File: src/rtl/receptor_clk_lento.sv
// Fast-domain receiver for the divider's slow square wave: synchronizes it, emits
// one-cycle rise ticks, keeps a pending/overrun handshake, counts events and measures the period.
module receptor_clk_lento #(
  parameter int SYNC_STAGES = 2,
  parameter int CNT_W       = 26,
  parameter int TIMEOUT     = 50000000,
  parameter int EVT_W       = 8
) (
  input  logic             clk,
  input  logic             rst,
  input  logic             clk_lento,
  input  logic             ack,
  output logic             tick,
  output logic             pend,
  output logic             ovr,
  output logic [EVT_W-1:0] evt_cnt,
  output logic [CNT_W-1:0] periodo,
  output logic             periodo_valid,
  output logic             parado
);

  localparam int PRIME = SYNC_STAGES + 1;
  localparam int PW    = $clog2(PRIME + 1);
  localparam logic [PW-1:0]    PRIME_V = PW'(PRIME);
  localparam logic [CNT_W-1:0] TMO     = CNT_W'(TIMEOUT);

  localparam logic [1:0] ESPERA  = 2'd0;
  localparam logic [1:0] MEDINDO = 2'd1;
  localparam logic [1:0] PARADO  = 2'd2;

  logic [SYNC_STAGES-1:0] sync;
  logic                   s, s_d, rise, acc, at_tmo;
  logic [PW-1:0]          prime;
  logic [CNT_W-1:0]       cnt;
  logic [1:0]             state;

  assign s      = sync[SYNC_STAGES-1];
  assign rise   = s & ~s_d;
  // The chain is cleared by reset, so a level that was already high looks like a
  // fresh rise; priming masks it until the chain reflects the real input.
  assign acc    = rise & (prime == PRIME_V);
  assign at_tmo = (cnt == TMO);

  always_ff @(posedge clk) begin
    if (rst) begin
      sync          <= '0;
      s_d           <= 1'b0;
      prime         <= '0;
      cnt           <= '0;
      state         <= ESPERA;
      tick          <= 1'b0;
      pend          <= 1'b0;
      ovr           <= 1'b0;
      evt_cnt       <= '0;
      periodo       <= '0;
      periodo_valid <= 1'b0;
      parado        <= 1'b0;
    end else begin
      sync <= {sync[SYNC_STAGES-2:0], clk_lento};
      s_d  <= s;
      if (prime != PRIME_V) prime <= prime + PW'(1);
      tick <= acc;

      if (acc) begin
        pend    <= 1'b1;
        if (pend && !ack) ovr <= 1'b1;
        evt_cnt <= evt_cnt + EVT_W'(1);
        cnt     <= CNT_W'(1);
      end else begin
        if (ack) pend <= 1'b0;
        if (!at_tmo) cnt <= cnt + CNT_W'(1);
      end

      case (state)
        ESPERA: begin
          if (acc) state <= MEDINDO;
          else if (at_tmo) begin
            state  <= PARADO;
            parado <= 1'b1;
          end
        end
        MEDINDO: begin
          if (acc) begin
            periodo       <= cnt;
            periodo_valid <= 1'b1;
          end else if (at_tmo) begin
            state         <= PARADO;
            parado        <= 1'b1;
            periodo_valid <= 1'b0;
          end
        end
        PARADO: begin
          // The stalled interval is meaningless, so restart from a fresh reference rise.
          if (acc) begin
            state  <= ESPERA;
            parado <= 1'b0;
          end
        end
        default: state <= ESPERA;
      endcase
    end
  end

endmodule
File: config.mk
export PLATFORM = sky130hd
export DESIGN_NAME = receptor_clk_lento
export DESIGN_NICKNAME = d
export VERILOG_FILES = /design/src/rtl/receptor_clk_lento.sv
export SDC_FILE = /design/constraint.sdc
export NUM_CORES = 1
export LEC_CHECK = 0
export ABC_CLOCK_PERIOD_IN_PS = 2700
export CORE_MARGIN = 2
export CORE_UTILIZATION = 45
export CTS_CLUSTER_SIZE = 20
export DETAILED_ROUTE_END_ITERATION = 6
export GPL_TIMING_DRIVEN = 0
export PLACE_DENSITY = 0.78
export SLEW_MARGIN = 20
export SYNTH_ARGS = -nofsm -noshare
export SYNTH_HDL_FRONTEND = slang
export SYNTH_SLANG_ARGS = --single-unit
File: constraint.sdc
create_clock -name clk -period 2.7 [get_ports clk]
set_clock_uncertainty 0.1 [all_clocks]
set_input_delay 0.54 -clock clk [delete_from_list [all_inputs] [get_ports clk]]
set_output_delay 0.54 -clock clk [all_outputs]
set_load 0.1 [all_outputs]
# Word-level counts from Yosys, hierarchy flattened
# Index checks and enable logic that the tools add are counted.
# totals
ff_bits,72
latchBits,0
ramBits,0
mem_bits_ro,0
in_bits,4
mem_count,0
# op_classes
add_sub_neg,3
mul,0
div_mod_pow,0
order_cmp,0
eq_ne,10
n_shift,0
mux,15
n_bitwise,3
n_reduce_logical,13
# ops
operator,count
$add A26 B1 Y26 const B,1
$eq A26 B26 Y1 const B,1
$ne A2 B2 Y1 const B,5
$mux W1,9
$add A8 B1 Y8 const B,1
$mux W2,4
$reduce_and A2 Y1,4
$pmux W2 S3,1
$reduce_bool A2 Y1,3
$eq A2 B2 Y1 const B,2
$reduce_and A4 Y1,1
$reduce_or A2 Y1,2
$add A2 B1 Y2 const B,1
$and A1 B1 Y1,2
$eq A2 B1 Y1 const B,1
$logic_not A2 Y1,1
$ne A2 B1 Y1 const B,1
$pmux W1 S2,1
$logic_and A1 B1 Y1,1
$logic_not A1 Y1,1
$not A1 Y1,1

# Logic depth before layout (Yosys ltp)
# depth
word_depth,5
ltp_mapped,7
depth_no_buf,6

# Least setup slack after synthesis
# No wires, ideal clock.
# synth_path
path_type,reg-to-reg
from,register evt_cnt[2]
to,register evt_cnt[5]
setup_time_ps,128
t_arrival_ps,1671
required_ps,2472
setup_slack_ps,802
path_stages_with_launch,5
path_buffers,0
path_cell_list,dfxtp_1 > nand3_1 > nor3_1 > xnor2_1 > nor2_1
# synth_between
elab_chain_len,1
# synth_lines
element,line_no,rtl
start: declaration,16,"output logic [EVT_W-1:0] evt_cnt,"
start signal: assignment,67,evt_cnt <= evt_cnt + EVT_W'(1);
$add A8 B1 Y8,67,
# Every way passes these cells.
# A chain may end at the register's enable or synchronous reset.

# Final worst setup path
# layout_path
from,register evt_cnt[2]
to,output port evt_cnt[2]
# No word-level cell between the ends.

==> results.txt <==
Syn Nets - 362
Primary FF master, synth - dfxtp_1
Slowest cell on the critical path - clkdlybuf4s50_1
Share of cells above drive strength 1 - 6.796%
DRC errors left - 0
Initial antenna violation count - 0
Pin count of the biggest net entering global routing - 13
P&R area growth vs syn - 24.99%
Routed vias/inst - 5.503
Critical path capture point - evt_cnt[2]
Library cells used by synthesis - 39
Crit path largest cell delay - 1170 ps
CTS Buffer Depth - 2
Worst setup SP type - register
Max Cap Viol - 0
All-layer global routing usage - 19.63%
Num ports - 43
Setup violations, final - 0
Cell breakdown of the critical path - clkdlybuf4s50_1
Seq/Total Area, Yosys - 47.27%
Max Freq - 384.5 MHz
Vias in the first global route - 2679
R2R depth - 7
Worst Path Buf+Inv - 1
DPL Wire Length - 4603 um
Avg Cell Area, Syn - 8.613 um2
IO buf count - 42
Root Buffer - clkbuf_8
Hold Path Class - reg2reg
Crit share post-route - 96.33%
H-Tree Depth - 3
CP Max Fanout - 5
Worst path required time - 2060 ps
Crit path max-delay family - buffers and inverters
Finished Layout Cells - 489
Clock latency at the later pin of the worst-skew pair - 350 ps
First-pass GRT wire length - 11760 um
Sum Neg Setup Slack - 0 ps
Yosys reg bits - 72
Arrival @ worst endpoint - 1960 ps
Worst setup path startpoint - evt_cnt[2]$_SDFFE_PP0P_
Rel. slew slack - 34.77%
Num CTS Buffers - 9
Cell area after placement - 3566 um2
Post-route cell area - 3811 um2
RSZ-0062 raised after global routing - false
Post-synth ARST share - 0%
Instance count on the critical path - 1
Avg WL per Cell - 13.87 um
Rows - 29
Via count - 2691
Launching point of the worst reg2reg path - cnt[0]$_SDFFE_PP0P_
Yosys warns - 0
DIE WIDTH - 86.32 um
Worst setup EP type - output pin
Overall die height - 86.32 um
CTS tree - done
Cts hold-fix bufs - 0
Post-CTS setup buffers - 0
PwrDens - 580.6 nW/um2
ANT cells - 0
Final wirelength - 6784 um
Net count, final - 415
Min Clock Period, post-route - 2601 ps
Slew @ Worst Pin - 975.4 ps
Cell area after synthesis - 3049 um2
Remaining antenna violation count - 0
Core outline area - 6459 um2
DRT iter0 DRCs - 193
Number of synthesized flops with an enable pin - 0
GR Overflow Total - 0
Die ar. - 7450 um2
Final Hold Fails - 0
R2R Path End - parado$_SDFFE_PP0P_
Worst-path clk slew - 70 ps
CTS Sinks - 72
Status - finished, final reports clean
Mapped Cells - 354
Gpl congestion - 0.8432
Count of pins over their slew limit - 0
Worst R2R Setup Slack - 450 ps
VDD IR-drop max - 368.5 uV
Crit Path Category - reg2out
Dpl cells - 473
Pre-antenna DRT Iters - 4
Leak - 1.270 nW
Initial Util - 47.21%
Post-cts sizing count - 0
## registers in the layout, summed over array words and instances, names as in the netlist
name	count
state	2
s_d	1
sync	2
pend	1
parado	1
periodo_valid	1
prime	2
ovr	1
cnt	26
evt_cnt	8
periodo	26
tick	1
## worst min path at each step
stage	startpoint	endpoint	slack, ps	cells past startpoint
floorplan	sync[0]$_SDFF_PP0_	sync[1]$_SDFF_PP0_	310	1
global placement	sync[0]$_SDFF_PP0_	sync[1]$_SDFF_PP0_	320	1
detailed placement	sync[0]$_SDFF_PP0_	sync[1]$_SDFF_PP0_	330	1
CTS	sync[0]$_SDFF_PP0_	sync[1]$_SDFF_PP0_	350	1
global route	sync[0]$_SDFF_PP0_	sync[1]$_SDFF_PP0_	360	1
finish	sync[0]$_SDFF_PP0_	sync[1]$_SDFF_PP0_	340	1
## synth_stat cells (2+ instances only)
| cell type | n | share of area [%] |
|---|---|---|
| a211oi_1 | 2 | 0.49 |
| a21oi_1 | 41 | 6.7 |
| and3_1 | 2 | 0.41 |
| and3_4 | 2 | 0.74 |
| and4_1 | 4 | 1.1 |
| buf_1 | 2 | 0.25 |
| buf_2 | 3 | 0.49 |
| buf_6 | 4 | 1.5 |
| clkbuf_1 | 13 | 1.6 |
| dfxtp_1 | 72 | 47 |
| ha_1 | 4 | 1.6 |
| inv_1 | 5 | 0.62 |
| mux2i_1 | 3 | 0.98 |
| nand2_1 | 63 | 7.8 |
| nand2b_1 | 2 | 0.41 |
| nand3_1 | 11 | 1.8 |
| nand3b_1 | 2 | 0.49 |
| nand4_1 | 14 | 2.9 |
| nor2_1 | 27 | 3.3 |
| nor2b_1 | 4 | 0.82 |
| nor3_1 | 6 | 0.98 |
| nor4_1 | 6 | 1.2 |
| nor4b_1 | 2 | 0.57 |
| o21a_1 | 3 | 0.74 |
| o21ai_0 | 5 | 0.82 |
| o31ai_1 | 11 | 2.7 |
| or3_1 | 5 | 1.0 |
| or4_1 | 10 | 2.5 |
| xnor2_1 | 6 | 1.7 |
| xor2_1 | 11 | 3.2 |
## cells by family after synthesis
| group | synth area share, % |
|---|---|
| fa+ha+maj | 1.641 |
| buf+inv | 4.596 |
| xor+xnor | 4.883 |
| compound gates | 12.10 |
| flops | 47.27 |
| mux | 0.9849 |
| simple gates | 28.52 |
## where the power goes
part / switching, mW / internal [mW]
combinational: 0.0477 / 0.0297
clock: 0.410 / 0.640
sequential: 0.0116 / 1.07
## layout make-up
class	count	area, um2
Sequential cell	72	1441
Buffer	23	121.4
Fill cell	574	2648
Multi-Input combinational cell	254	1468
Timing Repair Buffer	42	420.4
Clock buffer	11	141.4
Clock inverter	5	103.9
Tap cell	77	96.34
Inverter	5	18.77
## routing by layer
| metal | global-route usage [%] | up-vias | wire length [um] |
|---|---|---|---|
| li1 | - | 1354 | - |
| met1 | 24.22 | 1264 | 3102 |
| met2 | 33.33 | 61 | 3328 |
| met3 | 3.429 | 12 | 227 |
| met4 | 9.233 | 0 | 126 |
| met5 | 0 | - | 0 |
## metrics by stage
step / power (mW) / util (%) / hold WS (ps) / worst slack (ps)
2_1_floorplan: 1.164 / - / 313.8 / 801.9
3_3_place_gp: 1.183 / 55.21 / 317.4 / 482.6
3_5_place_dp: 1.188 / 55.21 / 329.7 / 461.2
4_1_cts: 2.225 / 59.01 / 347.1 / 102.5
5_1_grt: 2.286 / 59.01 / 357.3 / 47.90
6_report: 2.213 / 59.01 / 344.1 / 99.02
## layout by cell type, fill, tap and decap left out, drive strengths merged, types with 3 or more instances in the layout
master         synthesis  routed
and4                   4       4
dfxtp                 72      72
o21ai                  5       5
nor2                  27      27
a21oi                 41      41
and3                   4       4
nand2                 64      64
bufinv                 0       3
or4                   10      10
nor2b                  4       4
buf                    9       9
or3                    5       5
nor3                   6       6
o21a                   3       3
mux2i                  3       3
xor2                  11      11
nand3                 12      12
ha                     4       4
inv                    5       5
clkdlybuf4s50          0      42
clkbuf                14      25
nand4                 15      15
nor4                   6       6
xnor2                  6       6
o31ai                 11      11
Note: power is estimated with default switching activity, not from simulation.
